==> src/rtl/mem_arbiter.sv <==
// ---------------------------------------------------------------------------
// mem_arbiter
//
// Shares one single-port synchronous SRAM (1-cycle read latency) between the
// instruction fetch path and the data load/store path. Arbitration happens
// every cycle. Grants are combinational from the requests and registered
// state. Read responses are routed back using a registered owner tag, one
// cycle after the grant.
//
// Arbitration policy (compile-time option, macro FAIR_ARB_EN):
//   undefined : data has fixed priority. A starvation counter forces fetch to
//               win after STARVE_LIMIT consecutive lost conflicts.
//   defined   : round-robin. On a conflict the port that was not granted
//               last time wins. No starvation counter is built.
//
// Parameters
//   ADDR_W        byte-address width
//   DATA_W        data width
//   STARVE_LIMIT  lost conflicts before fetch is forced to win (>= 1)
//
// Ports
//   clk, rst_n                      clock (rising edge), async active-low reset
//   if_req_in / if_addr_in          fetch read request and byte address
//   if_gnt_out                      fetch request accepted this cycle
//   if_rvalid_out / if_rdata_out    fetch read response
//   d_req_in / d_we_in              data request, 1 = store, 0 = load
//   d_addr_in / d_wdata_in          data byte address and store data
//   d_gnt_out                       data request accepted this cycle
//   d_rvalid_out / d_rdata_out      load response
//   mem_addr_out / mem_we_out       SRAM address and write enable
//   mem_din_out / mem_dout_in       SRAM write data and read data
// ---------------------------------------------------------------------------
module mem_arbiter #(
  parameter int ADDR_W       = 32,
  parameter int DATA_W       = 32,
  parameter int STARVE_LIMIT = 4
) (
  input  logic              clk,
  input  logic              rst_n,
  input  logic              if_req_in,
  input  logic [ADDR_W-1:0] if_addr_in,
  output logic              if_gnt_out,
  output logic              if_rvalid_out,
  output logic [DATA_W-1:0] if_rdata_out,
  input  logic              d_req_in,
  input  logic              d_we_in,
  input  logic [ADDR_W-1:0] d_addr_in,
  input  logic [DATA_W-1:0] d_wdata_in,
  output logic              d_gnt_out,
  output logic              d_rvalid_out,
  output logic [DATA_W-1:0] d_rdata_out,
  output logic [ADDR_W-1:0] mem_addr_out,
  output logic              mem_we_out,
  output logic [DATA_W-1:0] mem_din_out,
  input  logic [DATA_W-1:0] mem_dout_in
);

  typedef enum logic [1:0] {
    RSP_NONE = 2'd0,
    RSP_IF   = 2'd1,
    RSP_D    = 2'd2
  } rsp_own_t;

  rsp_own_t rsp_own_q;
  logic     fetch_wins;

`ifdef FAIR_ARB_EN

  typedef enum logic {
    LAST_IF = 1'b0,
    LAST_D  = 1'b1
  } last_t;

  last_t last_q;

  // On a conflict, the port that did not win the previous grant goes first.
  assign fetch_wins = if_req_in & (~d_req_in | (last_q == LAST_D));

  // Remember which port received the most recent grant.
  always_ff @(posedge clk or negedge rst_n) begin
    if (!rst_n) begin
      last_q <= LAST_IF;
    end else if (if_gnt_out) begin
      last_q <= LAST_IF;
    end else if (d_gnt_out) begin
      last_q <= LAST_D;
    end
  end

`else

  localparam int CNT_W = $clog2(STARVE_LIMIT + 1);

  logic [CNT_W-1:0] starve_cnt_q;
  logic             starve_force;

  assign starve_force = (starve_cnt_q == CNT_W'(STARVE_LIMIT));

  // Data normally wins a conflict; the saturated counter hands one win to fetch.
  assign fetch_wins = if_req_in & (~d_req_in | starve_force);

  // Count consecutive fetch losses; any fetch grant clears the count.
  always_ff @(posedge clk or negedge rst_n) begin
    if (!rst_n) begin
      starve_cnt_q <= '0;
    end else if (if_gnt_out) begin
      starve_cnt_q <= '0;
    end else if (if_req_in && d_req_in && !starve_force) begin
      starve_cnt_q <= starve_cnt_q + CNT_W'(1);
    end
  end

`endif

  assign if_gnt_out = fetch_wins;
  assign d_gnt_out  = d_req_in & ~fetch_wins;

  // Only the granted port drives the SRAM; idle cycles present all zeros.
  always_comb begin
    mem_addr_out = '0;
    mem_din_out  = '0;
    mem_we_out   = 1'b0;
    if (if_gnt_out) begin
      mem_addr_out = if_addr_in;
    end else if (d_gnt_out) begin
      mem_addr_out = d_addr_in;
      mem_din_out  = d_wdata_in;
      mem_we_out   = d_we_in;
    end
  end

  // Tag the owner of next cycle's SRAM read data. Stores return nothing.
  always_ff @(posedge clk or negedge rst_n) begin
    if (!rst_n) begin
      rsp_own_q <= RSP_NONE;
    end else if (if_gnt_out) begin
      rsp_own_q <= RSP_IF;
    end else if (d_gnt_out && !d_we_in) begin
      rsp_own_q <= RSP_D;
    end else begin
      rsp_own_q <= RSP_NONE;
    end
  end

  assign if_rvalid_out = (rsp_own_q == RSP_IF);
  assign d_rvalid_out  = (rsp_own_q == RSP_D);
  assign if_rdata_out  = mem_dout_in;
  assign d_rdata_out   = mem_dout_in;

endmodule

==> config.mk <==
export PLATFORM = sky130hd
export DESIGN_NAME = mem_arbiter
export DESIGN_NICKNAME = d
export VERILOG_FILES = /design/src/rtl/mem_arbiter.sv
export SDC_FILE = /design/constraint.sdc
export NUM_CORES = 1
export LEC_CHECK = 0
export ABC_CLOCK_PERIOD_IN_PS = 2100
export CELL_PAD_IN_SITES_DETAIL_PLACEMENT = 1
export CELL_PAD_IN_SITES_GLOBAL_PLACEMENT = 2
export CORE_MARGIN = 10
export CORE_UTILIZATION = 10
export CTS_CLUSTER_SIZE = 8
export DETAILED_ROUTE_END_ITERATION = 6
export GPL_TIMING_DRIVEN = 0
export MAX_ROUTING_LAYER = met4
export PLACE_DENSITY_LB_ADDON = 0.1
export SETUP_SLACK_MARGIN = 0.5
export SYNTH_ARGS = -nofsm -noshare
export SYNTH_HDL_FRONTEND = slang
export SYNTH_SLANG_ARGS = --single-unit
==> constraint.sdc <==
create_clock -name clk -period 2.1 [get_ports clk]
set_clock_uncertainty 0.1 [all_clocks]
set_input_delay 0.315 -clock clk [delete_from_list [all_inputs] [get_ports clk]]
set_output_delay 0.315 -clock clk [all_outputs]
set_load 0.01 [all_outputs]
==> out/qor.yml <==
cts_hold_buffers: 0
syn_nets: 375
layout-drive-gt1-share_pct: 50.29
hold_class: "in -> async"
grt_use_met3_pct: 5.443
avgSynthCellArea_sq_um: 6.480
final_area_sq_um: 5458
final_util_pct: 35.90
synth-compound-area-share_pct: 16.17
synthXorXnorAreaFrac_pct: 0
rsz0062_at_grt: "true"
die-width_um: 144.7
ctsHtreeMaxLevel: 1
track_usage_pct: 11.04
slowest_stage: "dfrtp_1"
regToRegEndpoint: "starve_cnt_q[1]$_DFFE_PN0P_"
synthAdderAreaFrac_pct: 1.609
synthArstFlopShare_pct: 100.0
yosysSeqAreaShare_pct: 8.045
path_class: "reg -> out"
die_area_sq_um: 20940
muxShareOfSynthArea_pct: 0
antenna_found_initial: 0
grt-busiest-layer: "met2"
required_ps: 1680
dpl_cell_area_sq_um: 4576
max_stage_delay_ps: 360
drtAntennaViolNets: 0
hold_slack_ps: 215.5
core_sq_um: 15200
max_cap_viol_count: 0
slew_violations: 0
tightest_slew_ps: 424.2
area_growth_pct: 250.9
cts_made_buffers: 3
hpwl_um: 10060
final.period_utilization_pct: 98.79
min_period_ps: 2075
synth_edf_count: 0
num_rows: 45
grt_max_degree: 11
io_pins: 266
clock.fmax_ghz: 0.4820
nFillCells: 1733
path_max_fanout: 5
status: "finished, final reports clean"
num-nets-final: 645
synth_flop_cell: "dfrtp_1"
end_kind: "primary output"
start_util_pct: 10.23
antenna_cells: 0
totalWireLength_um: 12380
grt_pass1_wl_um: 17420
drt-initial-drc-count: 41
startpoint_type: "register"
clk_pin_slew_ps: 30
critPathBufInv: 5
cts_buffer_depth: 2
ff2ff_setup_slack_ps: 380
path_cells: "inv_2 -> ha_4 -> buf_12 -> a21boi_4 -> buf_4 -> clkbuf_16 -> o22ai_4 -> buf_6"
clk_latency_ps: 220
synth_cells: 240
viasPerCell: 3.864
firstDrtPassIters: 3
post-route-drc-count: 0
p_per_area_nw_per_um2: 309.5
gp_congestion: 0.6429
cts.sinks: 5
dpl.cell_count: 661
leakagePower_uw: 0.002330
critical_path_arrival_ps: 1660
cts_tree: "done"
root_buffer: "clkbuf_16"
maxSlewHeadroom_pct: 71.72
grt_overflow_total: 0
vdd_drop_max_uv: 146.0
synth_top_family_by_area: "buffers and inverters"
met1_usage_pct: 11.57
portBuffers: 233
synth-simple-area-share_pct: 34.67
wire_per_inst_um: 17.76
yosysUniqueCellTypes: 21
hold_viol: 0
power_uw: 1689
dr_total_vias: 2693
reg2reg_from: "starve_cnt_q[1]$_DFFE_PN0P_"
netlist_area_sq_um: 1555
die_h_um: 144.7
grt_pass1_vias: 3113
use_met2_pct: 18.97
yosysWarnings: 0
r2r_cells: 9
yosys_register_bits: 5
setup-violations-final: 0
fin_cells: 697
cpLargestDelayFamily: "buffers and inverters"
[sequential cells by signal (all words and copies together) (netlist names)]
signal,cells
rsp_own_q,2
starve_cnt_q,3
[timing repair]
item | in CTS | in global routing
pin swaps | 15 | 12
resized for setup | 376 | 64
hold endpoints to repair | 0 | 0
buffers inserted | 16 | 6
gates cloned | 7 | 3
endpoints found under the setup margin | 69 | 70
[routing by layer]
metal / vias to the layer above / share of wire (%)
met1: 1255 / 36
met5: - / 0
met3: 2 / 13
met4: 0 / 0.28
li1: 1288 / -
met2: 148 / 51
[through the flow]
step / TNS, ps / setup slack [ps]
global route: -430.3 / -38.08
floorplan: 0 / 492.2
detailed placement: -36630 / -753.4
global placement: -35490 / -753.1
CTS: 0 / 2.021
finish: 0 / 25.39
[cell usage in the layout (no fill, tap or decap)]
cell type / n
clkdlybuf4s15_2: 1
nand3_4: 1
o22ai_2: 2
o22ai_1: 1
ha_1: 1
and3_4: 32
nor2_1: 1
buf_4: 76
clkdlybuf4s50_1: 162
buf_6: 79
nor3b_2: 1
o22ai_4: 29
and2_4: 1
nor2b_4: 1
ha_4: 1
dlygate4sd2_1: 3
a31o_4: 1
buf_12: 8
clkbuf_1: 5
and4b_1: 1
and3_1: 2
nor2b_1: 6
a21o_1: 1
clkbuf_8: 1
buf_16: 5
a311o_1: 1
clkbuf_16: 6
buf_2: 3
dfrtp_1: 5
nand2_1: 64
clkbuf_2: 2
buf_8: 3
inv_2: 2
a21boi_4: 1
[layout make-up]
type | instances | area [sq um] | share of cell area (%)
Tap cell | 188 | 235.2 | 4.310
Timing Repair Buffer | 265 | 2854 | 52.29
Inverter | 2 | 7.507 | 0.1376
Sequential cell | 5 | 125.1 | 2.293
Buffer | 85 | 737.0 | 13.50
Clock buffer | 4 | 78.83 | 1.444
Multi-Input combinational cell | 148 | 1420 | 26.02
[cell families (layout without fill, tap and decap cells)]
kind of cell,Yosys count,in the layout
buf+inv,87,356
simple gates,110,110
compound gates,36,36
flops,5,5
fa+ha+maj,2,2
[worst register-to-register path: stages (launching register included)]
cell and delay [ps]:
dfrtp_1 370, inv_2 70, ha_4 170, buf_12 110
a21boi_4 60, buf_8 150, buf_6 120, buf_6 110
buf_6 110, a31o_4 210
[report_power, final]
group          switching [uW]  total, uW  internal, uW
logic                     449       1270           818
registers                9.17        116           107
clock network            55.1        306           251
[synthesized netlist by cell type (all sizes together) (2+ instances only)]
cell	n	area, sq um
and3	34	212.7
buf	78	580.6
clkbuf	7	26.28
dfrtp	5	125.1
ha	2	25.02
inv	2	7.510
nand2	64	240.2
nor2b	7	43.79
o22ai	32	206.5
[worst max-delay path by stage]
stage / start / end / slack (ps) / cells after the start
after floorplan: starve_cnt_q[0]$_DFFE_PN0P_ / mem_addr_out[10] / 490 / 6
after global placement: d_req_in / mem_addr_out[28] / -750 / 6
after detailed placement: d_req_in / mem_addr_out[22] / -750 / 6
after CTS: starve_cnt_q[0]$_DFFE_PN0P_ / mem_din_out[4] / 2 / 6
after global routing: starve_cnt_q[0]$_DFFE_PN0P_ / if_gnt_out / -40 / 9
final: starve_cnt_q[0]$_DFFE_PN0P_ / mem_addr_out[9] / 30 / 8
(Power assumes the default switching activity.)
